$ cat config.mk
export PLATFORM = sky130hd
export DESIGN_NAME = usb_tx_sched
export DESIGN_NICKNAME = d
export VERILOG_FILES = /design/src/rtl/usb_pkg.sv /design/src/rtl/rr_arbiter.sv /design/src/rtl/usb_tx_sched.sv
export SDC_FILE = /design/constraint.sdc
export NUM_CORES = 1
export LEC_CHECK = 0
export BUFFER_PORTS_ARGS = -buffer_cell sky130_fd_sc_hd__buf_2
export CORE_AREA = 2 2 57 59
export CTS_CLUSTER_SIZE = 8
export DETAILED_ROUTE_END_ITERATION = 7
export DIE_AREA = 0 0 59 61
export PLACE_DENSITY = 0.68
export REMOVE_ABC_BUFFERS = 1
export SYNTH_ARGS = -nofsm -noshare
export SYNTH_HDL_FRONTEND = slang
export SYNTH_SLANG_ARGS = --single-unit
$ cat constraint.sdc
create_clock -name clk_60mhz_i -period 5.7 [get_ports clk_60mhz_i]
set_input_delay 0.57 -clock clk_60mhz_i [delete_from_list [all_inputs] [get_ports clk_60mhz_i]]
set_output_delay 0.57 -clock clk_60mhz_i [all_outputs]
set_load 0.005 [all_outputs]
$ cat src/rtl/usb_pkg.sv
// -----------------------------------------------------------------------------
// usb_pkg
// Shared types and helpers for the FT2232H transmit scheduler.
//   state_e      : scheduler FSM states (TRAILER only with USB_TX_CKSUM_EN)
//   HDR_SYNC_DEFAULT : default upper nibble of every packet header byte
//   make_header  : builds the header byte {sync, channel id}
// Optional feature macro: USB_TX_CKSUM_EN (adds the checksum trailer state).
// -----------------------------------------------------------------------------
package usb_pkg;

    localparam logic [3:0] HDR_SYNC_DEFAULT = 4'hA;

`ifdef USB_TX_CKSUM_EN
    typedef enum logic [1:0] {
        StIdle    = 2'd0,
        StPayload = 2'd1,
        StTrailer = 2'd2
    } state_e;
`else
    typedef enum logic [1:0] {
        StIdle    = 2'd0,
        StPayload = 2'd1
    } state_e;
`endif

    function automatic logic [7:0] make_header(input logic [3:0] sync, input logic [3:0] id);
        return {sync, id};
    endfunction

endpackage

$ cat src/rtl/rr_arbiter.sv
// -----------------------------------------------------------------------------
// rr_arbiter
// Combinational round-robin arbiter: grants the first requester at or after
// the priority pointer, wrapping around to the lower indices.
// Ports:
//   req   in  NUM_CH  request vector
//   ptr   in  PTR_W   index of the highest-priority channel
//   grant out NUM_CH  one-hot grant, zero when nothing requests
// -----------------------------------------------------------------------------
module rr_arbiter #(
    parameter int unsigned NUM_CH = 2,
    parameter int unsigned PTR_W  = 1
) (
    input  logic [NUM_CH-1:0] req,
    input  logic [PTR_W-1:0]  ptr,
    output logic [NUM_CH-1:0] grant
);

    logic found;

    // Two passes: indices >= ptr first, then the wrapped indices < ptr.
    always_comb begin
        grant = '0;
        found = 1'b0;
        for (int k = 0; k < NUM_CH; k++) begin
            if (!found && req[k] && (k >= int'(ptr))) begin
                grant[k] = 1'b1;
                found    = 1'b1;
            end
        end
        for (int k = 0; k < NUM_CH; k++) begin
            if (!found && req[k] && (k < int'(ptr))) begin
                grant[k] = 1'b1;
                found    = 1'b1;
            end
        end
    end

endmodule

$ cat src/rtl/usb_tx_sched.sv
// -----------------------------------------------------------------------------
// usb_tx_sched
// Packet scheduler in front of the FT2232H synchronous-FIFO write port.
// NUM_CH requesters share the byte-wide write path with round-robin
// arbitration at whole-packet granularity. Each packet is prefixed with a
// header byte {HDR_SYNC, channel id}. A one-byte output register with an
// occupied flag drives wr_n/data and sustains 1 byte/clk while txe_n is low.
// The board-level wrapper builds the data tristate from data_o/data_oe_o.
//
// Optional feature macro: USB_TX_CKSUM_EN -- appends a trailer byte holding
// the XOR of all payload bytes of the packet.
//
// Ports:
//   clk_60mhz_i in  1         FT2232H clock, all logic on rising edge
//   rst_i       in  1         synchronous active-high reset
//   ch_data_i   in  NUM_CH*8  payload byte of channel k at [8k+7:8k]
//   ch_valid_i  in  NUM_CH    per-channel byte valid
//   ch_last_i   in  NUM_CH    per-channel last byte of packet
//   ch_ready_o  out NUM_CH    byte consumed this cycle (combinational)
//   txe_n_i     in  1         FT2232H TX FIFO has space when low
//   wr_n_o      out 1         write strobe, active low, registered
//   data_o      out 8         byte to the FT2232H, registered
//   data_oe_o   out 1         bus drive enable (= !wr_n_o)
//   grant_o     out NUM_CH    one-hot packet owner, zero when idle
//   busy_o      out 1         high while a packet is in progress
// -----------------------------------------------------------------------------
module usb_tx_sched
    import usb_pkg::*;
#(
    parameter int unsigned NUM_CH   = 2,
    parameter int unsigned MAX_LEN  = 256,
    parameter logic [3:0]  HDR_SYNC = HDR_SYNC_DEFAULT
) (
    input  logic                clk_60mhz_i,
    input  logic                rst_i,
    input  logic [NUM_CH*8-1:0] ch_data_i,
    input  logic [NUM_CH-1:0]   ch_valid_i,
    input  logic [NUM_CH-1:0]   ch_last_i,
    output logic [NUM_CH-1:0]   ch_ready_o,
    input  logic                txe_n_i,
    output logic                wr_n_o,
    output logic [7:0]          data_o,
    output logic                data_oe_o,
    output logic [NUM_CH-1:0]   grant_o,
    output logic                busy_o
);

    localparam int unsigned PTR_W = (NUM_CH > 1) ? $clog2(NUM_CH) : 1;
    localparam int unsigned CNT_W = $clog2(MAX_LEN + 1);

    // Registered state
    state_e             state;
    logic               occupied;
    logic [7:0]         out_byte;
    logic [NUM_CH-1:0]  grant;
    logic [PTR_W-1:0]   ptr;
    logic [CNT_W-1:0]   count;
`ifdef USB_TX_CKSUM_EN
    logic [7:0]         cksum;
`endif

    // Combinational helpers
    logic               accept;
    logic               free;
    logic [NUM_CH-1:0]  arb_grant;
    logic [3:0]         arb_id;
    logic [7:0]         sel_data;
    logic               sel_valid;
    logic               sel_last;
    logic [PTR_W-1:0]   next_ptr;
    logic [CNT_W-1:0]   count_inc;
    logic               load_payload;
    logic               pkt_end;

    // The host takes the byte on an edge where wr_n is low and txe_n is low;
    // the register may be refilled on that same edge.
    assign accept = occupied & ~txe_n_i;
    assign free   = ~occupied | accept;

    rr_arbiter #(
        .NUM_CH (NUM_CH),
        .PTR_W  (PTR_W)
    ) u_rr_arbiter (
        .req    (ch_valid_i),
        .ptr    (ptr),
        .grant  (arb_grant)
    );

    // Header carries the low 4 bits of the winning channel index.
    always_comb begin
        arb_id = 4'd0;
        for (int k = 0; k < NUM_CH; k++) begin
            if (arb_grant[k]) begin
                arb_id = 4'(k);
            end
        end
    end

    // Mux the current owner's channel signals and its successor index.
    always_comb begin
        sel_data  = 8'd0;
        sel_valid = 1'b0;
        sel_last  = 1'b0;
        next_ptr  = '0;
        for (int k = 0; k < NUM_CH; k++) begin
            if (grant[k]) begin
                sel_data  = ch_data_i[8*k +: 8];
                sel_valid = ch_valid_i[k];
                sel_last  = ch_last_i[k];
                next_ptr  = (k == int'(NUM_CH) - 1) ? '0 : PTR_W'(k + 1);
            end
        end
    end

    assign count_inc    = count + CNT_W'(1);
    assign load_payload = (state == StPayload) && sel_valid && free;
    // Forced end when this byte would bring the payload to MAX_LEN.
    assign pkt_end      = sel_last || (count_inc == CNT_W'(MAX_LEN));

    assign ch_ready_o   = ((state == StPayload) && free) ? (grant & ch_valid_i) : '0;

    always_ff @(posedge clk_60mhz_i) begin
        if (rst_i) begin
            state    <= StIdle;
            occupied <= 1'b0;
            out_byte <= 8'd0;
            grant    <= '0;
            ptr      <= '0;
            count    <= '0;
`ifdef USB_TX_CKSUM_EN
            cksum    <= 8'd0;
`endif
        end else begin
            // Drain by default; any load below re-arms the register.
            if (accept) begin
                occupied <= 1'b0;
            end

            case (state)
                StIdle: begin
                    // Header does not consume a payload byte.
                    if ((|ch_valid_i) && free) begin
                        occupied <= 1'b1;
                        out_byte <= make_header(HDR_SYNC, arb_id);
                        grant    <= arb_grant;
                        count    <= '0;
`ifdef USB_TX_CKSUM_EN
                        cksum    <= 8'd0;
`endif
                        state    <= StPayload;
                    end
                end

                StPayload: begin
                    // A stalled requester simply leaves the register empty;
                    // the packet stays open until its end byte arrives.
                    if (load_payload) begin
                        occupied <= 1'b1;
                        out_byte <= sel_data;
                        count    <= count_inc;
`ifdef USB_TX_CKSUM_EN
                        cksum    <= cksum ^ sel_data;
`endif
                        if (pkt_end) begin
                            ptr   <= next_ptr;
`ifdef USB_TX_CKSUM_EN
                            state <= StTrailer;
`else
                            state <= StIdle;
                            grant <= '0;
`endif
                        end
                    end
                end

`ifdef USB_TX_CKSUM_EN
                StTrailer: begin
                    if (free) begin
                        occupied <= 1'b1;
                        out_byte <= cksum;
                        grant    <= '0;
                        state    <= StIdle;
                    end
                end
`endif

                default: begin
                    state <= StIdle;
                    grant <= '0;
                end
            endcase
        end
    end

    assign wr_n_o    = ~occupied;
    assign data_o    = out_byte;
    assign data_oe_o = occupied;
    assign grant_o   = grant;
    assign busy_o    = (state != StIdle);

endmodule

==> impl_metrics.py, run 1 <==
metrics = {
    "status": {
        "run_status": "finished, final reports clean",
    },
    "global_route": {
        "grt_pass1_vias": 1143,
        "grt_pass1_wl_um": 4800,
        "grt_max_degree": 26,
        "grt.overflow.total": 0,
        "antenna_found_initial": 0,
        "grt_use_total_pct": 17.1,
    },
    "timing": {
        "tightest_slew_ps": 688,
        "clock-skew-final_ps": 8.55,
        "fmax_ghz": 0.468,
        "rsz0062_at_grt": "false",
        "post-route-min-period_ps": 2140,
        "hold_viol": 0,
        "slew_headroom_pct": 54.0,
        "holdWs_ps": 509,
        "slew_viol_final": 0,
        "tns_ps": 0,
        "setup_violations": 0,
        "post-route-period-util_pct": 37.5,
    },
    "synth": {
        "synth_seq_cells": 22,
        "syn-cell-area_mm2": 0.00127,
        "synthDistinctLibCells": 46,
        "synth.avg_cell_area_um2": 8.18,
        "ys_seq_area_share_pct": 34.7,
        "ys.flop_type": "dfxtp_1",
        "synthCells": 155,
        "synth-warning-count": 0,
        "async_reset_ff_share_pct": 0,
        "synth_edf_count": 0,
    },
    "route": {
        "remaining_drc_errors": 0,
        "postRouteWirelength_um": 2910,
        "antenna_left": 0,
        "avgRoutedWirePerCell_um": 13.3,
        "via_count": 1254,
        "drt_first_pass_iters": 4,
        "drtIter0Drc": 9,
        "vias_per_cell": 5.73,
    },
    "clock_network": {
        "cts_root_buffer": "clkbuf_4",
        "path_clk_slew_ps": 130,
        "ctsResizeCount": 0,
        "cts_tree": "done",
        "clock_path_buffers": 2,
        "clk-insertion-delay-late_ps": 300,
        "cts_inserted_buffers": 3,
        "postCtsSetupBuffers": 0,
        "cts_sinks": 22,
        "cts-htree-levels": 1,
        "postCtsHoldBufs": 0,
    },
    "power_and_ir_drop": {
        "ir_worst_vdd_mv": 0.0808,
        "power.leakage_nw": 0.584,
        "powerDensity_mw_per_mm2": 201,
        "power_mw": 0.299,
        "p_sw_share_pct": 26.8,
        "p_int_mw": 0.219,
        "pwr-share-comb_pct": 15.9,
        "pwr-share-clk_pct": 28.9,
        "p_switching_mw": 0.0799,
        "p_seq_share_pct": 55.2,
    },
    "floorplanning": {
        "start_util_pct": 42.9,
        "core_mm2": 0.00295,
        "io_pins": 38,
        "die_w_um": 59,
        "die_height_um": 61,
        "rows": 20,
        "die-area_mm2": 0.00360,
    },
    "cells_and_area": {
        "fillers": 295,
        "layout_commonest_cell": "buf_2",
        "antenna_cells": 0,
        "layout-drive-gt1-share_pct": 27.4,
        "final_core_util_pct": 50.2,
        "syn_to_final_growth_pct": 17.0,
        "finalInstanceArea_mm2": 0.00148,
        "nets": 212,
        "layout_common_cells": "buf_2 (37), dfxtp_1 (22), nor2_1 (21), a21oi_1 (10), nand2_1 (9)",
    },
    "setup_path": {
        "r2r_cells": 5,
        "crit_top_cell": "nor2_1",
        "crit_type": "flop to flop",
        "worstSetupStartpointType": "flop",
        "timing.rr.start": "grant_o[1]",
        "path_buf_inv": 0,
        "reg2reg_slack_ps": 3560,
        "end_kind": "flop",
        "crit_fanout": 16,
        "rr_endpoint": "count[2]",
        "cp_num_cells": 5,
        "slowest_delay_ps": 620,
        "path_delay_family": "simple AND/OR/NAND/NOR gates",
        "cp.required_ps": 5930,
        "arrival_ps": 2370,
        "slowest_stage": "dfxtp_1",
        "endpoint": "count[2]",
        "cp_cell_sequence": "and3b_1, o21a_1, nor2_1, nor2_1, a211oi_1",
        "worstSetupStartpoint": "grant_o[1]",
    },
    "place": {
        "gp_congestion": 0.774,
        "port_buffers": 37,
        "place_area_mm2": 0.00145,
    },
    "hold_path": {
        "hold_class": "flop to flop",
        "hold_depth": 2,
        "min_from": "ptr",
    },
    "job": {
        "cap_violations": 0,
    },
}
## worst reg2reg max path, stage by stage (launching register included)
cell	delay [ps]
dfxtp_1	620
and3b_1	250
o21a_1	360
nor2_1	490
nor2_1	100
a211oi_1	230
## cells by family after synthesis
logic type / synth area share, %
adder cells (fa/ha/maj): 1.97
AO/OA/AOI/OAI: 29.3
AND/OR/NAND/NOR: 26.8
multiplexers: 1.58
buffers and inverters: 4.94
XOR/XNOR: 0.691
flip-flops: 34.7
## synthesized netlist by cell type (all sizes together), types with 3 or more instances
cell type	n	area share [%]
nand2	9	2.7
nor2	21	6.2
and2	5	2.6
a31oi	5	2.5
buf	7	3.2
a311oi	4	3.3
nor3	5	2.0
clkbuf	4	1.2
or3	3	1.6
dfxtp	22	35
a211oi	4	2.4
a22oi	6	3.6
a21oi	10	3.9
nand3	7	2.8
o21ai	6	2.4
nand2b	5	2.5
## flip-flops by register name, indices dropped and copies added (netlist names)
name	flops
count	9
data_o	8
data_oe_o	1
grant_o	2
ptr	1
state	1
## area by class of cell
cell class / instances / area (µm²) / area share [%]
inverter: 2 / 7.51 / 0.506
tap: 33 / 41.3 / 2.78
clock buffer: 4 / 36.3 / 2.45
sequential: 22 / 440 / 29.7
multi-input combinational: 120 / 764 / 51.6
timing repair buffer: 38 / 193 / 13.0
## power by group through the flow
| stage | sequential, mW | clock [mW] | combinational [mW] |
|---|---|---|---|
| after floorplan | 0.168 | 0 | 0.0246 |
| after global placement | 0.168 | 0 | 0.0466 |
| after detailed placement | 0.168 | 0 | 0.0479 |
| after CTS | 0.165 | 0.0890 | 0.0479 |
| after global routing | 0.166 | 0.0981 | 0.0534 |
| final | 0.165 | 0.0863 | 0.0476 |
## metrics by stage
step                setup slack [ps]  instances
floorplan                       3760        144
global placement                3590        215
detailed placement              3540        215
CTS                             3550        219
global route                    3330        219
finish                          3560        219
## worst min-delay path by stage
stage                end  slack (ps)
6_report             ptr         510
5_1_grt        data_oe_o         520
4_1_cts              ptr         510
3_5_place_dp   data_o[2]         480
3_3_place_gp   data_o[3]         470
2_1_floorplan        ptr         460
## layer usage
layer / vias to the layer above / routed length (µm) / global-route usage, %
met4: 0 / 12 / 4.87
li1: 636 / - / -
met5: - / 0 / 0
met3: 2 / 133 / 2.13
met2: 33 / 1410 / 31.1
met1: 583 / 1350 / 21.1
Note: power is estimated with default switching activity, not from simulation.
==> run 2, diff against run 1 <==
==> constraint.sdc (replaced) <==
create_clock -name clk_60mhz_i -period 2 [get_ports clk_60mhz_i]
set_input_delay 0.2 -clock clk_60mhz_i [delete_from_list [all_inputs] [get_ports clk_60mhz_i]]
set_output_delay 0.2 -clock clk_60mhz_i [all_outputs]
set_load 0.005 [all_outputs]
==> impl_metrics.py, run 2 (synthesis results as in run 1) <==
metrics = {
    "status": {
        "run_status": "finished, final reports clean",
    },
    "place": {
        "dp_hpwl_um": 2230,
        "dp_cells": 222,
        "gp_congestion": 0.831,
        "port_buffers": 37,
    },
    "floorplanning": {
        "die-area_mm2": 0.00360,
        "die_w_um": 59,
        "io_pins": 38,
        "rows": 20,
        "core_mm2": 0.00295,
        "start_util_pct": 42.9,
        "die_height_um": 61,
    },
    "route": {
        "via_count": 1280,
        "drt_first_pass_iters": 4,
        "vias_per_cell": 5.69,
        "drtIter0Drc": 62,
        "antenna_left": 0,
        "postRouteWirelength_um": 3080,
        "remaining_drc_errors": 0,
        "avgRoutedWirePerCell_um": 13.7,
    },
    "cells_and_area": {
        "stdcell_count": 225,
        "syn_to_final_growth_pct": 20.2,
        "largest_reg_flops": 9,
        "largest_register": "count",
        "layout_commonest_cell": "buf_2",
        "layout_common_cells": "buf_2 (37), dfxtp_1 (22), nor2_1 (20), a21oi_1 (10), nand2_1 (9)",
        "antenna_cells": 0,
        "nets": 219,
        "layout-drive-gt1-share_pct": 30.2,
    },
    "job": {
        "cap_violations": 0,
    },
    "global_route": {
        "grt_pass1_wl_um": 5350,
        "grt_use_total_pct": 19.3,
        "grt_max_degree": 26,
        "grt_pass1_vias": 1213,
        "antenna_found_initial": 0,
        "grt.overflow.total": 0,
    },
    "timing": {
        "hold_viol": 0,
        "tns_ps": 0,
        "rsz0062_at_grt": "false",
        "post-route-min-period_ps": 1850,
        "setup_violations": 0,
        "fmax_ghz": 0.540,
        "clock-skew-final_ps": 14.9,
        "post-route-period-util_pct": 92.7,
        "tightest_slew_ps": 460,
        "slew_headroom_pct": 69.2,
        "slew_viol_final": 0,
    },
    "clock_network": {
        "postCtsSetupBuffers": 0,
        "clk-insertion-delay-late_ps": 310,
        "cts_inserted_buffers": 3,
        "cts_tree": "done",
        "path_clk_slew_ps": 130,
        "cts_root_buffer": "clkbuf_4",
        "cts-htree-levels": 1,
        "cts_sinks": 22,
        "clock_path_buffers": 2,
    },
    "hold_path": {
        "hold_depth": 3,
        "hold_end": "data_oe_o",
        "hold_class": "primary input to flop",
        "min_from": "txe_n_i",
    },
    "setup_path": {
        "arrival_ps": 2100,
        "end_kind": "flop",
        "worstSetupStartpointType": "flop",
        "cp_cell_sequence": "ha_1, or2_4, a2111oi_4, o2111ai_2, o211ai_2, mux2i_1",
        "timing.rr.start": "count[0]",
        "cp.required_ps": 2250,
        "crit_fanout": 3,
        "r2r_cells": 6,
        "reg2reg_slack_ps": 150,
        "crit_type": "flop to flop",
        "rr_endpoint": "grant_o[0]",
        "slowest_stage": "dfxtp_1",
        "slowest_delay_ps": 340,
    },
    "power_and_ir_drop": {
        "power_mw": 0.820,
        "ir_worst_vdd_mv": 0.252,
        "powerDensity_mw_per_mm2": 538,
        "power.leakage_nw": 0.615,
    },
}
## run 2: cell types whose count changed in the layout (fill, tap and decap cells not counted)
cell / delta
buf_4: +7
clkbuf_8: -1
nor2_1: -1
nor2_2: +1
## run 2: report_power, final
group / switching, mW / total, mW / internal, mW / leakage [nW]
clock network: 0.132 / 0.202 / 0.0702 / 0.0138
registers: 0.0111 / 0.464 / 0.453 / 0.179
logic: 0.0858 / 0.154 / 0.0679 / 0.422
total: 0.229 / 0.820 / 0.591 / 0.615
## run 2: how the worst max path moves through the flow
stage               cells after the start         end       start  slack [ps]
detailed placement                      6  grant_o[0]    count[0]         170
floorplan                               4    count[8]  grant_o[1]          80
CTS                                     6  grant_o[0]    count[0]         120
global placement                        6  grant_o[0]    count[0]         230
global route                            6  grant_o[0]    count[0]           4
finish                                  6  grant_o[0]    count[0]         150
## run 2: final cells by class
type                       instances  area, µm²
fill                             292       1430
timing repair buffer              45        245
clock buffer                       3       22.5
tap                               33       41.3
multi-input combinational        120        767
inverter                           2       7.51
sequential                        22        440
## run 2: repair_timing
action	CTS	global route
gates resized for setup	0	1
hold buffers	0	0
setup endpoints to repair	0	3
## run 2: per-stage QoR
step           setup slack, ps  cell area (µm²)  utilization, %  hold slack, ps
2_1_floorplan             75.3             1210               -             269
3_3_place_gp               234             1500            50.8             474
3_5_place_dp               168             1500            50.8             490
4_1_cts                    123             1520            51.5             167
5_1_grt                   3.68             1520            51.6             169
6_report                   147             1520            51.6             169
## run 2: critical path: cells and delay by family, from the launching register on
kind / cells / cell delay (ps)
flops: 1 / 340
fa+ha+maj: 1 / 220
simple gates: 1 / 240
mux: 1 / 210
compound gates: 3 / 780
## run 2: layer usage
| metal | track usage, % | vias to the layer above | wire (µm) | share of wire (%) |
|---|---|---|---|---|
| li1 | - | 654 | - | - |
| met2 | 32.1 | 38 | 1520 | 49 |
| met3 | 3.20 | 2 | 136 | 4.4 |
| met5 | 0 | - | 0 | 0 |
| met4 | 5.52 | 0 | 16 | 0.52 |
| met1 | 25.8 | 586 | 1400 | 46 |
==> run 3, diff against run 2 <==
--- a/config.mk
+++ b/config.mk
@@ -6,11 +6,12 @@
 export NUM_CORES = 1
 export LEC_CHECK = 0
 export BUFFER_PORTS_ARGS = -buffer_cell sky130_fd_sc_hd__buf_2
+export CAP_MARGIN = 40
 export CORE_AREA = 2 2 57 59
 export CTS_CLUSTER_SIZE = 8
 export DETAILED_ROUTE_END_ITERATION = 7
 export DIE_AREA = 0 0 59 61
-export PLACE_DENSITY = 0.68
+export PLACE_DENSITY = 0.71
 export REMOVE_ABC_BUFFERS = 1
 export SYNTH_ARGS = -nofsm -noshare
 export SYNTH_HDL_FRONTEND = slang
==> constraint.sdc (replaced) <==
create_clock -name clk_60mhz_i -period 1.5 [get_ports clk_60mhz_i]
set_input_delay 0.15 -clock clk_60mhz_i [delete_from_list [all_inputs] [get_ports clk_60mhz_i]]
set_output_delay 0.15 -clock clk_60mhz_i [all_outputs]
set_load 0.005 [all_outputs]
==> impl_metrics.py, run 3 (synthesis results as in run 1) <==
metrics = {
    "cells_and_area": {
        "layout_common_cells": "buf_2 (37), buf_4 (27), nor2_1 (20), dfxtp_1 (16), a21oi_1 (9)",
        "syn_to_final_growth_pct": 47.8,
        "layout-drive-gt1-share_pct": 48.8,
        "layout_commonest_cell": "buf_2",
        "nets": 243,
        "largest_register": "count",
        "largest_reg_flops": 9,
        "antenna_cells": 0,
        "fillers": 254,
    },
    "setup_path": {
        "timing.rr.start": "count[1]",
        "slowest_delay_ps": 380,
        "crit_fanout": 3,
        "cp_cell_sequence": "ha_4, buf_6, nand3b_1, a2111oi_4, o2111ai_2, o211ai_2, mux2i_1",
        "arrival_ps": 2020,
        "path_buf_inv": 1,
        "crit_type": "flop to flop",
        "slowest_stage": "dfxtp_2",
        "worstSetupStartpointType": "flop",
        "path_delay_family": "compound AO/OA/AOI/OAI gates",
        "cp.required_ps": 1760,
        "reg2reg_slack_ps": -260,
        "r2r_cells": 7,
        "end_kind": "flop",
        "rr_endpoint": "grant_o[0]",
    },
    "clock_network": {
        "clock_path_buffers": 2,
        "cts_root_buffer": "clkbuf_4",
        "clk-insertion-delay-late_ps": 320,
        "cts_inserted_buffers": 3,
        "postCtsHoldBufs": 0,
        "cts_tree": "done",
        "cts_sinks": 22,
        "cts-htree-levels": 1,
        "path_clk_slew_ps": 130,
    },
    "route": {
        "postRouteWirelength_um": 3800,
        "drtIter0Drc": 58,
        "drt_first_pass_iters": 5,
        "antenna_left": 0,
        "avgRoutedWirePerCell_um": 15.2,
        "vias_per_cell": 5.82,
        "via_count": 1455,
        "remaining_drc_errors": 0,
    },
    "timing": {
        "tightest_slew_ps": 444,
        "setup_violations": 6,
        "holdWs_ps": 129,
        "tns_ps": -1160,
        "post-route-min-period_ps": 1760,
        "post-route-period-util_pct": 118,
        "slew_viol_final": 0,
        "rsz0062_at_grt": "true",
        "slew_headroom_pct": 70.4,
        "fmax_ghz": 0.567,
        "clock-skew-final_ps": 8.86,
        "hold_viol": 0,
        "fin_ws_ps": -264,
    },
    "place": {
        "gp_congestion": 0.817,
        "place_ws_ps": -315,
        "port_buffers": 37,
        "dp_hpwl_um": 2570,
    },
    "floorplanning": {
        "die-area_mm2": 0.00360,
        "start_util_pct": 42.9,
        "core_mm2": 0.00295,
        "rows": 20,
        "die_height_um": 61,
        "io_pins": 38,
        "die_w_um": 59,
    },
    "global_route": {
        "grt_pass1_wl_um": 6030,
        "grt_pass1_vias": 1390,
        "grt_use_total_pct": 22.1,
        "grt.overflow.total": 0,
        "antenna_found_initial": 0,
        "grt_max_degree": 26,
    },
    "hold_path": {
        "min_from": "ch_valid_i[0]",
        "hold_depth": 3,
        "hold_end": "grant_o[0]",
        "hold_class": "primary input to flop",
    },
    "status": {
        "run_status": "finished, violations left",
        "violations": "setup timing",
    },
    "power_and_ir_drop": {
        "power.leakage_nw": 0.770,
        "powerDensity_mw_per_mm2": 656,
        "power_mw": 1.23,
        "ir_worst_vdd_mv": 0.412,
    },
    "job": {
        "cap_violations": 0,
    },
}
## run 3: cell types whose count changed in the layout (fill, tap and decap cells not counted), moves of 2 or more
cell	delta
dfxtp_2	+6
o21ai_2	+3
buf_4	+19
buf_6	+3
dfxtp_1	-6
o21ai_0	-2
## run 3: timing repair
item	in CTS	in global routing
endpoints found under the setup margin	8	19
resized for setup	9	28
cloned	0	1
pin swaps	5	8
buffers inserted	0	3
## run 3: power by group
part           total [mW]  internal (mW)  switching [mW]
combinational       0.271          0.129           0.142
clock               0.337          0.148           0.189
sequential          0.619          0.605          0.0143
total                1.23          0.883           0.345
## run 3: how the worst max path moves through the flow
stage | depth (start not counted) | to | slack, ps | start
after floorplan | 4 | count[8] | -420 | grant_o[1]
after global placement | 6 | grant_o[0] | -260 | count[0]
after detailed placement | 6 | grant_o[0] | -320 | count[0]
after CTS | 7 | grant_o[0] | -240 | count[1]
after global routing | 7 | grant_o[1] | -370 | count[1]
final | 7 | grant_o[0] | -260 | count[1]
## run 3: area by class of cell
cell class                 instances  area [µm²]  area share [%]
multi-input combinational        120         878            46.9
timing repair buffer              69         462            24.6
tap                               33        41.3            2.20
sequential                        22         448            23.9
inverter                           2        7.51           0.401
clock buffer                       4        36.3            1.94
## run 3: routing by layer
layer | part of all wire [%] | global-route usage, % | vias to the layer above
li1 | - | - | 702
met1 | 44 | 25.3 | 694
met2 | 50 | 40.6 | 53
met3 | 5.0 | 4.05 | 6
met4 | 1.4 | 9.09 | 0
met5 | 0 | 0 | -
## run 3: worst register-to-register path, cell delays in order, from the launching register on
cell       delay (ps)
dfxtp_2           380
ha_4              140
buf_6              80
nand3b_1          120
a2111oi_4         380
o2111ai_2         190
o211ai_2          230
mux2i_1           190
## run 3: stage by stage
step           instances  instance area (µm²)  utilization, %
6_report             250                 1870            63.4
5_1_grt              250                 1870            63.4
4_1_cts              246                 1720            58.2
3_5_place_dp         242                 1650            55.8
3_3_place_gp         242                 1650            55.8
2_1_floorplan        144                 1210               -
